==> src/rtl/counter_seq_pkg.sv <==
// Shared types for the counter command sequencer: command opcodes,
// sequencer FSM states and the number of requesters sharing the counter.
package counter_seq_pkg;

  localparam int N_REQ = 2;

  typedef enum logic [1:0] {
    OP_CLEAR = 2'd0,
    OP_LOAD  = 2'd1,
    OP_UP    = 2'd2,
    OP_DOWN  = 2'd3
  } op_e;

  typedef enum logic [1:0] {
    IDLE   = 2'd0,
    EXEC   = 2'd1,
    SETTLE = 2'd2,
    RESP   = 2'd3
  } state_e;

endpackage

==> src/rtl/rr_arb2.sv <==
// Two-input round-robin arbiter. The grant is combinational from the request
// vector; the priority pointer only moves when the grant is actually taken,
// so a requester that is offered but not accepted keeps its turn.
module rr_arb2
  import counter_seq_pkg::*;
(
  input  logic             clk,
  input  logic             clear,
  input  logic [N_REQ-1:0] req,
  input  logic             accept,
  output logic [N_REQ-1:0] gnt
);

  // Requester that wins a tie; after reset requester 0 goes first.
  logic prio;

  // Single request wins outright; a tie goes to the favoured requester.
  always_comb begin
    gnt = req;
    if (&req) begin
      gnt = prio ? 2'b10 : 2'b01;
    end
  end

  // Favour the requester that was not served by the accepted grant.
  always_ff @(posedge clk) begin
    if (clear) begin
      prio <= 1'b0;
    end else if (accept) begin
      prio <= ~gnt[1];
    end
  end

endmodule

==> src/rtl/counter_seq_arbiter.sv <==
// Command sequencer that shares one counter between two requesters.
// Each accepted command (clear, load, count up/down by N) drives the counter
// control pins for exactly the cycles it needs, waits one settle cycle, then
// returns the counter value on a response channel tagged with the requester.
// Optional feature: define COUNTER_SEQ_SAT_EN to clamp step counts so the
// counter never wraps, flagging truncation on rsp_err.
module counter_seq_arbiter
  import counter_seq_pkg::*;
#(
  parameter  int WIDTH  = 8,
  parameter  int STEP_W = 8,
  localparam int ARG_W  = (WIDTH > STEP_W) ? WIDTH : STEP_W
) (
  input  logic                   clk,
  input  logic                   clear,
  input  logic [N_REQ-1:0]       req_valid,
  output logic [N_REQ-1:0]       req_ready,
  input  logic [2*N_REQ-1:0]     req_op,
  input  logic [N_REQ*ARG_W-1:0] req_arg,
  output logic                   rsp_valid,
  input  logic                   rsp_ready,
  output logic                   rsp_id,
  output logic [WIDTH-1:0]       rsp_data,
  output logic                   rsp_err,
  output logic                   cnt_clear,
  output logic                   cnt_load,
  output logic [WIDTH-1:0]       cnt_d,
  output logic                   cnt_up_down,
  output logic                   cnt_en,
  input  logic [WIDTH-1:0]       cnt_q
);

  state_e            state;
  logic [STEP_W-1:0] step_rem;
  logic [N_REQ-1:0]  gnt;
  logic              accept;
  logic              gnt_id;
  op_e               sel_op;
  logic [ARG_W-1:0]  sel_arg;
  logic [STEP_W-1:0] sel_steps;
  logic [STEP_W-1:0] eff_steps;
  logic              sel_trunc;

`ifdef COUNTER_SEQ_SAT_EN
  // Limit a step count to the distance between the current value and the
  // bound in the counting direction; MSB of the result flags truncation.
  function automatic logic [STEP_W:0] sat_steps(input op_e              op,
                                                input logic [STEP_W-1:0] steps,
                                                input logic [WIDTH-1:0]  q);
    logic [ARG_W-1:0] want;
    logic [ARG_W-1:0] room;
    want = ARG_W'(steps);
    room = (op == OP_UP) ? ARG_W'(~q) : ARG_W'(q);
    if (want > room) begin
      return {1'b1, STEP_W'(room)};
    end
    return {1'b0, steps};
  endfunction
`endif

  rr_arb2 u_arb (
    .clk    (clk),
    .clear  (clear),
    .req    (req_valid),
    .accept (accept),
    .gnt    (gnt)
  );

  // Grants are only offered while idle, and never during reset.
  assign accept    = (state == IDLE) && (|gnt) && !clear;
  assign req_ready = accept ? gnt : '0;
  assign gnt_id    = gnt[1];

  // Select the granted requester's command and work out its effective length.
  always_comb begin
    sel_op    = op_e'(gnt_id ? req_op[3:2] : req_op[1:0]);
    sel_arg   = gnt_id ? req_arg[2*ARG_W-1:ARG_W] : req_arg[ARG_W-1:0];
    sel_steps = sel_arg[STEP_W-1:0];
`ifdef COUNTER_SEQ_SAT_EN
    {sel_trunc, eff_steps} = sat_steps(sel_op, sel_steps, cnt_q);
`else
    eff_steps = sel_steps;
    sel_trunc = 1'b0;
`endif
  end

  // Sequencer FSM: counter control pins and response are registered here.
  always_ff @(posedge clk) begin
    if (clear) begin
      state       <= IDLE;
      step_rem    <= '0;
      rsp_valid   <= 1'b0;
      rsp_id      <= 1'b0;
      rsp_data    <= '0;
      rsp_err     <= 1'b0;
      cnt_clear   <= 1'b0;
      cnt_load    <= 1'b0;
      cnt_d       <= '0;
      cnt_up_down <= 1'b0;
      cnt_en      <= 1'b0;
    end else begin
      case (state)
        IDLE: begin
          if (accept) begin
            rsp_id  <= gnt_id;
            rsp_err <= 1'b0;
            case (sel_op)
              OP_CLEAR: begin
                cnt_clear <= 1'b1;
                step_rem  <= STEP_W'(1);
                state     <= EXEC;
              end
              OP_LOAD: begin
                cnt_load <= 1'b1;
                cnt_d    <= sel_arg[WIDTH-1:0];
                step_rem <= STEP_W'(1);
                state    <= EXEC;
              end
              default: begin
                rsp_err <= sel_trunc;
                // A zero-length step leaves every control low and goes
                // straight to the settle cycle.
                if (eff_steps == '0) begin
                  state <= SETTLE;
                end else begin
                  cnt_en      <= 1'b1;
                  cnt_up_down <= (sel_op == OP_UP);
                  step_rem    <= eff_steps;
                  state       <= EXEC;
                end
              end
            endcase
          end
        end
        EXEC: begin
          step_rem <= step_rem - STEP_W'(1);
          if (step_rem == STEP_W'(1)) begin
            cnt_clear   <= 1'b0;
            cnt_load    <= 1'b0;
            cnt_up_down <= 1'b0;
            cnt_en      <= 1'b0;
            state       <= SETTLE;
          end
        end
        SETTLE: begin
          rsp_data  <= cnt_q;
          rsp_valid <= 1'b1;
          state     <= RESP;
        end
        RESP: begin
          if (rsp_ready) begin
            rsp_valid <= 1'b0;
            state     <= IDLE;
          end
        end
        default: state <= IDLE;
      endcase
    end
  end

endmodule

==> config.mk <==
export PLATFORM = sky130hd
export DESIGN_NAME = counter_seq_arbiter
export DESIGN_NICKNAME = d
export VERILOG_FILES = /design/src/rtl/counter_seq_pkg.sv /design/src/rtl/rr_arb2.sv /design/src/rtl/counter_seq_arbiter.sv
export SDC_FILE = /design/constraint.sdc
export NUM_CORES = 1
export LEC_CHECK = 0
export BUFFER_PORTS_ARGS = -buffer_cell sky130_fd_sc_hd__buf_2
export CELL_PAD_IN_SITES_DETAIL_PLACEMENT = 1
export CELL_PAD_IN_SITES_GLOBAL_PLACEMENT = 1
export CORE_MARGIN = 2
export CORE_UTILIZATION = 38
export CTS_CLUSTER_DIAMETER = 120
export DETAILED_ROUTE_END_ITERATION = 10
export GPL_TIMING_DRIVEN = 0
export PLACE_DENSITY_LB_ADDON = 0.1
export SLEW_MARGIN = 0
export SYNTH_ARGS = -nofsm -noshare
export SYNTH_HDL_FRONTEND = slang
export SYNTH_SLANG_ARGS = --single-unit
==> constraint.sdc <==
create_clock -name clk -period 2.3 [get_ports clk]
set_input_delay 0.23 -clock clk [delete_from_list [all_inputs] [get_ports clk]]
set_output_delay 0.23 -clock clk [all_outputs]
set_load 0.01 [all_outputs]
==> summary.txt, run 1 <==
Setup path
  – Crit path largest cell delay: 400 ps
  – Critical Path Sink Type: register
  – Data arrival, critical path: 2250 ps
  – Critical path class: register to register
  – Cell at the slowest stage of the critical path: dfxtp_1
  – Worst-path maximum fanout: 10
  – Req. time, crit path: 2510 ps
  – Critical Path Start Type: register
  – CP Cell Sequence: inv_1 > ha_1 > and2b_2 > and2_2 > a31oi_4 > buf_6 > a21oi_1 > o32ai_1
  – R2R depth: 8

Route
  – Avg Vias per Cell: 5.48
  – Residual DRC: 0
  – Drt total wl: 6090 um
  – Initial drt markers: 77
  – Initial DRT Pass Iterations: 4
  – Wire per inst: 16.7 um
  – Total number of vias: 2000
  – Post-route ant nets: 0

Power and ir drop
  – P_int: 1570 uW
  – Logic pwr share: 49.0%
  – Clock power share: 21.3%
  – Worst VDD drop: around 0.46 mV
  – Pwr Total: 2710 uW
  – Sw frac: ~42%
  – NetSw: 1140 uW
  – Reg power frac: between 20% and 30%
  – Power density over cell area: 1060 nW/um^2
  – LEAKAGE: ~0.0011 uW

Synth
  – Syn_nets: 271
  – Mapped Area: about 2100 um^2
  – Number of flops mapped to enable cells by yosys: 0
  – Synth area leaders: dfxtp_1 (32%), mux2i_1 (6.3%), nor2_1 (4.5%)
  – Post-synthesis sequential area ratio: 31.9%
  – Avg Inst Size Synth: about 9.0 um^2
  – Dominant synthesized flop cell: dfxtp_1
  – Commonest cells in the netlist: dfxtp_1 (33), nor2_1 (25), nand2_1 (24)
  – Yosys cell types: 55
  – Ys Warns: 0
  – Synth area leader: dfxtp_1
  – Yosys top cell area share: 31.9%
  – Ys async rst share: 0%
  – #FFs+latches synth: 33
  – Post-Syn Instances: 231
  – Top-count cell post-synth: dfxtp_1

Clock tree
  – Clk Latency, worst-skew pair: 300 ps
  – Register clock-pin slew on the reported worst setup and hold paths: roughly 80 ps
  – TritonCTS Sinks: 33
  – Cts hold-fix bufs: 0
  – Clock Tree Root: clkbuf_8
  – Deepest clock path buffer count: 2
  – Max H-tree Level: 2
  – Post_cts resized: 0
  – Post-CTS Repair Setup Buffers: 0
  – CTS Buf Count: 5
  – CTS tree: yes

Global route
  – Vias in the first global route: around 2000
  – Overall global routing resource usage: approximately a fifth
  – First-pass GRT wire length: 10100 um
  – Initial antenna violation count: 0
  – Largest net degree at the start of global routing: 13
  – GR Overflow Total: 0

Timing
  – Post-Route Skew: 5.55 ps
  – Slew @ Worst Pin: 675 ps
  – Hold slack: 162 ps
  – Post-layout min period: 2050 ps
  – Setup TNS: 0 ps
  – Max frequency: 0.489 GHz
  – Unrepaired setup endpoints after global routing: false
  – Final setup fails: 0
  – Hold Vio Cnt, Final: 0
  – Slew Limit Fails: 0
  – Final worst-path cycle share: 89.0%
  – Slew margin rel.: 55.0%

Job
  – Max-cap violations: 0

Die
  – Core ar.: 5170 um^2
  – # IOs: 58
  – Die area: between 6000 and 7000 um^2
  – Die Y-Extent: 77.8 um
  – Initial Util: between 40% and 50%
  – Row count: 26
  – Die width: between 70 and 80 um

Cells and area
  – Share of cells above drive strength 1: 34.2%
  – Final layout net count: roughly 330
  – Final Cell Area: 2550 um^2
  – Area growth syn-to-layout: 23.3%
  – # fillers: roughly 650
  – Ant diodes: 0

Place
  – GPL Wtd Cong: 0.832
  – Final HPWL DP: 4670 um
  – Placed cell area: 2440 um^2
  – IO Port Bufs: 56

Worst hold path
  – Min-delay worst type: input pin to register
  – Hold Path Depth: 3

Status
  – Outcome: finished clean
==> worst max-delay path: cells and delay by family, from the launching register on <==
family                     cells  cell delay, ps
buffers and inverters          2             310
DFF                            1             400
AOI/OAI and AO/OA              3             440
adders and majority gates      1             330
and+or+nand+nor                2             480
==> layer usage <==
layer / track usage, % / vias to the layer above / share of wire [%]
li1: - / 965 / -
met3: 4.53 / 6 / 5.6
met2: 34.5 / 52 / 46
met4: 6.43 / 0 / 1.2
met5: 0 / - / 0
met1: 27.9 / 977 / 47
==> worst paths after layout <==
| path | to | slack (ps) | from |
|---|---|---|---|
| hold / removal | rsp_data[3] | 160 | cnt_q[3] |
| hold reg to reg | cnt_clear | 470 | cnt_clear |
| setup reg to reg | step_rem[4] | 250 | state[0] |
| setup / recovery | step_rem[4] | 250 | state[0] |
==> state kept, by name, summed over array words and instances, names as in the netlist <==
name         flops
rsp_data         8
u_arb.prio       1
cnt_clear        1
cnt_load         1
cnt_d            8
cnt_up_down      1
rsp_valid        1
rsp_id           1
cnt_en           1
step_rem         8
state            2
==> stage by stage <==
step / utilization (%) / std cells / setup WS, ps
final: 49.4 / 365 / 254
after detailed placement: 47.2 / 357 / 284
after global placement: 47.2 / 357 / 297
after global routing: 49.4 / 365 / 106
after floorplan: - / 231 / 612
after CTS: 49.4 / 365 / 256
==> final cells by class <==
| type | count | area (um^2) | area share (%) |
|---|---|---|---|
| flip-flops and latches | 33 | 661 | 25.9 |
| clock inverters | 3 | 46.3 | 1.81 |
| well taps | 70 | 87.6 | 3.43 |
| repair buffers | 56 | 280 | 11.0 |
| inverters | 10 | 37.5 | 1.47 |
| multi-input cells | 175 | 1270 | 49.7 |
| plain buffers | 13 | 104 | 4.06 |
| clock buffers | 5 | 68.8 | 2.69 |
==> placed cells by master (no fill, tap or decap), drive strengths merged, types with 4 or more instances in the layout <==
master,netlist,final
inv,10,10
a21oi,19,19
buf,6,62
nand4,5,5
and3,5,5
a31oi,4,4
a311oi,9,9
dfxtp,33,33
o21ai,9,9
o211ai,5,5
nor4,6,6
ha,7,7
mux2i,13,13
o31ai,5,5
clkbuf,7,12
nand2,26,26
nand3,4,4
nor2,25,25
==> cells by family (layout without fill, tap and decap cells) <==
kind of cell | after synthesis | in the layout | synth area share [%]
other cells | 1 | 1 | 0.181
compound gates | 62 | 62 | 24.0
flops | 33 | 33 | 31.9
mux | 15 | 15 | 7.37
buf+inv | 23 | 87 | 6.82
fa+ha+maj | 7 | 7 | 4.23
simple gates | 90 | 90 | 25.5
==> power groups by stage <==
stage / Clock, uW / Combinational [uW] / Sequential, uW
after detailed placement: 0 / 1320 / 816
after floorplan: 0 / 921 / 831
after CTS: 587 / 1330 / 804
after global placement: 0 / 1300 / 812
final: 577 / 1330 / 806
after global routing: 609 / 1470 / 824
(Power assumes the default switching activity.)
==> run 2, diff against run 1 <==
Settings changed: CORE_UTILIZATION 38 to 39.
==> run 2 against run 1 <==
  * Clock-buffer cell count is the same
  * Cell count stayed put
  * Worst setup slack got worse by 14 ps
  * First-iteration DRC count down 3.9%
  * Fmax is 0.69% lower
  * Largest cell class unchanged
  * Largest power group unchanged
==> summary.txt, run 2 (synthesis results as in run 1) <==
Clock tree
  – Deepest clock path buffer count: 2 (unchanged)
  – Post_cts resized: 0 (unchanged)
  – Register clock-pin slew on the reported worst setup and hold paths: 80 ps (about the same)
  – Max H-tree Level: 2 (unchanged)
  – Clock Tree Root: clkbuf_8
  – CTS tree: yes
  – CTS Buf Count: 5 (unchanged)
  – Post-CTS Repair Setup Buffers: 0 (unchanged)
  – Cts hold-fix bufs: 0 (unchanged)
  – Clk Latency, worst-skew pair: 290 ps (about the same)
  – TritonCTS Sinks: 33 (unchanged)

Power and ir drop
  – Worst VDD drop: 0.502 mV (+9.0%)
  – Reg power frac: 29.5% (-0.2 points)
  – Logic pwr share: 49.4% (+0.4 points)
  – Clock power share: 21.1% (-0.2 points)
  – Sw frac: 42.0% (-0.057 points)
  – Power density over cell area: 1060 nW/um^2 (-0.11%)
  – NetSw: 1140 uW (-0.25%)
  – LEAKAGE: 0.00108 uW (unchanged)
  – P_int: 1570 uW (about the same)

Place
  – GPL Wtd Cong: 0.789 (-5.2%)
  – Final HPWL DP: 4640 um (-0.68%)
  – Placed cell area: 2440 um^2 (unchanged)
  – IO Port Bufs: 56 (unchanged)

Setup path
  – Cell at the slowest stage of the critical path: ha_1
  – Family with the most delay on the worst path: compound AO/OA/AOI/OAI gates
  – Req. time, crit path: 2500 ps (about the same)
  – R2r endpoint: cnt_d[4]
  – Worst-path maximum fanout: 10 (unchanged)
  – Critical Path Sink Type: register
  – R2R setup slack: 240 ps (about the same)
  – Critical path class: register to register
  – Data arrival, critical path: 2260 ps (about the same)
  – Crit path largest cell delay: 360 ps (-40 ps)
  – CP Cell Sequence: inv_1 > ha_1 > and2b_2 > nand2_1 > a21oi_4 > buf_6 > nor2_1 > a311oi_2
  – Buf+Inv Stages, Crit Path: 2 (unchanged)
  – Worst r2r src: state[0]
  – Critical Path Start Type: register
  – R2R depth: 8 (unchanged)

Timing
  – Max frequency: 0.485 GHz (-0.69%)
  – Final worst-path cycle share: 89.6% (+0.61 points)
  – Post-Route Skew: 11.2 ps (+5.68 ps)
  – Slew @ Worst Pin: 731 ps (+55.6 ps)
  – Slew margin rel.: 51.3% (-3.7 points)
  – Post-layout min period: 2060 ps (+14.1 ps)
  – Setup TNS: 0 ps (unchanged)
  – Slew Limit Fails: 0 (unchanged)
  – Unrepaired setup endpoints after global routing: false
  – Final setup fails: 0 (unchanged)
  – Hold Vio Cnt, Final: 0 (unchanged)

Cells and area
  – Largest regs: cnt_d (8), rsp_data (8), step_rem (8)
  – Ant diodes: 0 (unchanged)
  – Most frequent cells in the layout: buf_2 (58), dfxtp_1 (33), nor2_1 (25)
  – Share of cells above drive strength 1: 34.2% (unchanged)
  – Most common cell after layout, fill and taps aside: buf_2
  – Final layout net count: 334 (unchanged)
  – Area growth syn-to-layout: 23.3% (unchanged)
  – Final Cell Area: 2550 um^2 (unchanged)
  – # fillers: 655 (+0.46%)

Route
  – Post-route ant nets: 0 (unchanged)
  – Initial DRT Pass Iterations: 4 (unchanged)
  – Total number of vias: 1969 (-1.6%)
  – Residual DRC: 0 (unchanged)
  – Wire per inst: 16.4 um (-1.7%)
  – Drt total wl: 5980 um (-1.7%)
  – Initial drt markers: 74 (-3.9%)
  – Avg Vias per Cell: 5.39 (-1.5%)

Status
  – Outcome: finished clean

Die
  – Row count: 26 (unchanged)
  – Core ar.: 5110 um^2 (-1.3%)
  – Die area: 5910 um^2 (-2.4%)
  – Die Y-Extent: 76.9 um (-1.2%)
  – Initial Util: 40.6% (+0.51 points)
  – # IOs: 58 (unchanged)
  – Die width: 76.9 um (-1.2%)

Worst hold path
  – Hold wc startpoint: cnt_q[2]
  – Min-Delay Endpoint: rsp_data[2]
  – Hold Path Depth: 3 (unchanged)
  – Min-delay worst type: input pin to register

Global route
  – GR Overflow Total: 0 (unchanged)
  – Initial antenna violation count: 0 (unchanged)
  – Largest net degree at the start of global routing: 13 (unchanged)
  – Overall global routing resource usage: 21.1% (-0.098 points)
  – Vias in the first global route: 1995 (-0.50%)
  – First-pass GRT wire length: 9900 um (-1.9%)

Job
  – Max-cap violations: 0 (unchanged)
[run 2: cell counts in the layout (fill, tap and decap cells not counted)]
No cell type changed its count.
[run 2: final cells by class]
class | count | area [um^2] | share of cell area (%)
Timing Repair Buffer | 56 | 280 | 11.0
Multi-Input combinational cell | 175 | 1270 | 49.7
Inverter | 10 | 37.5 | 1.47
Clock inverter | 3 | 46.3 | 1.81
Buffer | 13 | 104 | 4.06
Tap cell | 70 | 87.6 | 3.43
Clock buffer | 5 | 68.8 | 2.69
Sequential cell | 33 | 661 | 25.9
[run 2: worst max path at each step]
| stage | startpoint | endpoint | slack, ps | cells past startpoint |
|---|---|---|---|---|
| floorplan | state[0] | step_rem[3] | 610 | 8 |
| global route | state[1] | cnt_d[3] | 80 | 8 |
| finish | state[0] | cnt_d[4] | 240 | 8 |
| global placement | state[0] | cnt_d[7] | 330 | 8 |
| detailed placement | state[0] | cnt_d[4] | 280 | 8 |
| CTS | state[0] | cnt_d[4] | 240 | 8 |
[run 2: metal layers]
| metal | global-route usage (%) | vias to the layer above | share of wire [%] |
|---|---|---|---|
| met5 | 0 | - | 0 |
| met4 | 5.64 | 0 | 1.3 |
| met3 | 6.00 | 10 | 5.6 |
| met2 | 34.8 | 57 | 46 |
| met1 | 26.8 | 937 | 47 |
| li1 | - | 965 | - |
[run 2: power groups by stage]
stage	Sequential (uW)	Combinational [uW]	Clock (uW)
floorplan	831	921	0
global placement	808	1300	0
detailed placement	813	1330	0
CTS	801	1340	588
global route	820	1470	611
finish	799	1340	573
[run 2: metrics by stage]
step	instances	setup slack (ps)	util, %	hold slack, ps	power [uW]
2_1_floorplan	231	612	-	378	1750
3_3_place_gp	357	329	47.8	444	2110
3_5_place_dp	357	275	47.8	457	2140
4_1_cts	365	238	50.0	166	2730
5_1_grt	365	76.5	50.0	175	2900
6_report	365	240	50.0	168	2710
[run 2: worst register-to-register path: stages, from the launching register on]
cell	delay, ps
dfxtp_1	350
inv_1	120
ha_1	360
and2b_2	230
nand2_1	170
a21oi_4	250
buf_6	200
nor2_1	70
a311oi_2	230
==> run 3, diff against run 2 <==
Settings changed: CORE_UTILIZATION 39 to 30.
==> run 3 against run 2 <==
  * Worst setup slack got worse by 29 ps
  * Clock power increased by 1%
  * Sequential power about the same
  * Routed wire length increased by 3.7%
  * Highest routed layer unchanged
  * Design area increased by 0.54%
  * First-iteration DRC count decreased by 4.1%
==> summary.txt, run 3 (synthesis results as in run 1) <==
Timing
  – Slew margin rel.: 54.9% (+3.6 points)
  – Max frequency: 0.479 GHz (-1.4%)
  – Final setup fails: 0 (unchanged)
  – Setup TNS: 0 ps (unchanged)
  – Hold Vio Cnt, Final: 0 (unchanged)
  – Slew @ Worst Pin: 676 ps (-54.4 ps)
  – Post-Route Skew: 3.39 ps (-7.85 ps)
  – Slew Limit Fails: 0 (unchanged)
  – Post-layout min period: 2090 ps (+29.2 ps)
  – Unrepaired setup endpoints after global routing: false
  – Final worst-path cycle share: 90.8% (+1.3 points)

Global route
  – Initial antenna violation count: 0 (unchanged)
  – Overall global routing resource usage: 16.9% (-4.2 points)
  – GR Overflow Total: 0 (unchanged)
  – First-pass GRT wire length: 9930 um (+0.28%)
  – Largest net degree at the start of global routing: 11 (-2)
  – Vias in the first global route: 1924 (-3.6%)

Clock tree
  – Clk Latency, worst-skew pair: 280 ps (about the same)
  – TritonCTS Sinks: 33 (unchanged)
  – Register clock-pin slew on the reported worst setup and hold paths: 70 ps (about the same)
  – CTS Buf Count: 5 (unchanged)
  – Post-CTS Repair Setup Buffers: 0 (unchanged)
  – Clock Tree Root: clkbuf_8
  – CTS tree: yes
  – Deepest clock path buffer count: 2 (unchanged)
  – Cts hold-fix bufs: 0 (unchanged)
  – Post_cts resized: 0 (unchanged)
  – Max H-tree Level: 2 (unchanged)

Power and ir drop
  – P_int: 1600 uW (+1.7%)
  – Logic pwr share: 48.8% (-0.6 points)
  – Worst VDD drop: 0.339 mV (-32%)
  – LEAKAGE: 0.00109 uW (+0.38%)
  – NetSw: 1100 uW (-3.3%)
  – Power density over cell area: 1050 nW/um^2 (-0.94%)
  – Reg power frac: 29.7% (+0.2 points)
  – Sw frac: 40.8% (-1.2 points)
  – Clock power share: 21.5% (+0.4 points)

Cells and area
  – Largest regs: cnt_d (8), rsp_data (8), step_rem (8)
  – Most common cell after layout, fill and taps aside: buf_2
  – Area growth syn-to-layout: 24.0%
  – Multi-input gate area: 1270 um^2 (unchanged)
  – Final layout net count: 334 (unchanged)
  – Share of cells above drive strength 1: 33.9% (-0.34 points)
  – # fillers: 844 (+29%)
  – Ant diodes: 0 (unchanged)
  – Util after Layout: 38.0% (-12 points)
  – Most frequent cells in the layout: buf_2 (58), dfxtp_1 (33), nor2_1 (25)
  – Flip-flop and latch area: 661 um^2 (unchanged)

Route
  – Post-route ant nets: 0 (unchanged)
  – Total number of vias: 1945 (-1.2%)
  – Met3 Wirelength: 261 um (-22%)
  – Initial drt markers: 71 (-4.1%)
  – Avg Vias per Cell: 5.19 (-3.9%)
  – Residual DRC: 0 (unchanged)
  – Top metal layer carrying routed signals: met4
  – Met2 Wirelength: 2930 um (+5.8%)
  – Initial DRT Pass Iterations: 4 (unchanged)
  – M1 wire length: 2940 um (+5.1%)
  – Drt total wl: 6200 um (+3.7%)
  – Wire per inst: 16.5 um (+0.91%)

Die
  – Row count: 30 (+15%)
  – Die area: 7590 um^2 (+28%)
  – Die width: 87.1 um (+13%)
  – Initial Util: 30.7% (-9.9 points)
  – # IOs: 58 (unchanged)
  – Core ar.: 6760 um^2 (+32%)
  – Die Y-Extent: 87.1 um (+13%)

Setup path
  – Critical path launch point: state[0]
  – Data arrival, critical path: 2250 ps (about the same)
  – Worst r2r src: state[0]
  – Critical Path Start Type: register
  – Timing endpoint of the critical path: cnt_d[7]
  – Critical path class: register to register
  – R2R setup slack: 210 ps (-30 ps)
  – R2R depth: 8 (unchanged)
  – Critical Path Sink Type: register
  – Req. time, crit path: 2460 ps (-40 ps)
  – Worst-path maximum fanout: 10 (unchanged)
  – R2r endpoint: cnt_d[7]

Status
  – Outcome: finished clean

Worst hold path
  – Min-delay worst type: input pin to register

Place
  – GPL Wtd Cong: 0.791 (+0.28%)
  – IO Port Bufs: 56 (unchanged)
  – Final HPWL DP: 4880 um (+5.3%)

Job
  – Max-cap violations: 0 (unchanged)
-- run 3: changes by cell type in the layout (fill, tap and decap cells not counted), sizes merged --
cell      before  now
clkinvlp       1    0
clkbuf        12   14
clkinv         1    0
-- run 3: stage by stage --
stage	power [uW]	setup slack, ps	std cells	area, um^2	hold WS (ps)
floorplan	1750	612	231	2070	378
global placement	2120	230	367	2450	448
detailed placement	2140	195	367	2450	460
CTS	2730	182	375	2570	178
global route	2910	47.1	375	2570	184
finish	2700	211	375	2570	180
-- run 3: area by class of cell --
class | count | area share [%]
tap | 80 | 3.90
buffer | 13 | 4.04
multi-input combinational | 175 | 49.4
clock inverter | 1 | 1.17
sequential | 33 | 25.7
clock buffer | 7 | 3.36
inverter | 10 | 1.46
timing repair buffer | 56 | 10.9
-- run 3: power groups by stage --
stage               sequential (uW)  clock [uW]  combinational [uW]
floorplan                       831           0                 921
global placement                812           0                1300
detailed placement              814           0                1320
CTS                             804         596                1330
global route                    821         622                1470
finish                          802         580                1320
-- run 3: how the worst min path moves through the flow --
stage	start	endpoint	slack (ps)	depth (start not counted)
2_1_floorplan	cnt_q[0]	rsp_data[0]	380	2
3_3_place_gp	cnt_clear	cnt_clear	450	2
3_5_place_dp	cnt_en	cnt_en	460	2
4_1_cts	cnt_q[3]	rsp_data[3]	180	3
5_1_grt	cnt_q[3]	rsp_data[3]	180	3
6_report	cnt_q[5]	rsp_data[5]	180	3
-- run 3: worst max-delay path: stages, from the launching register on --
cell     delay, ps
dfxtp_1        340
inv_1          120
ha_1           360
and2b_2        230
nand2_1        200
a21oi_4        260
buf_6          190
mux2i_1        210
nor2_1          50
-- run 3: routing by layer --
layer	vias up	global-route usage (%)
li1	968	-
met1	923	21.5
met2	47	28.9
met3	7	3.70
met4	0	4.20
met5	-	0
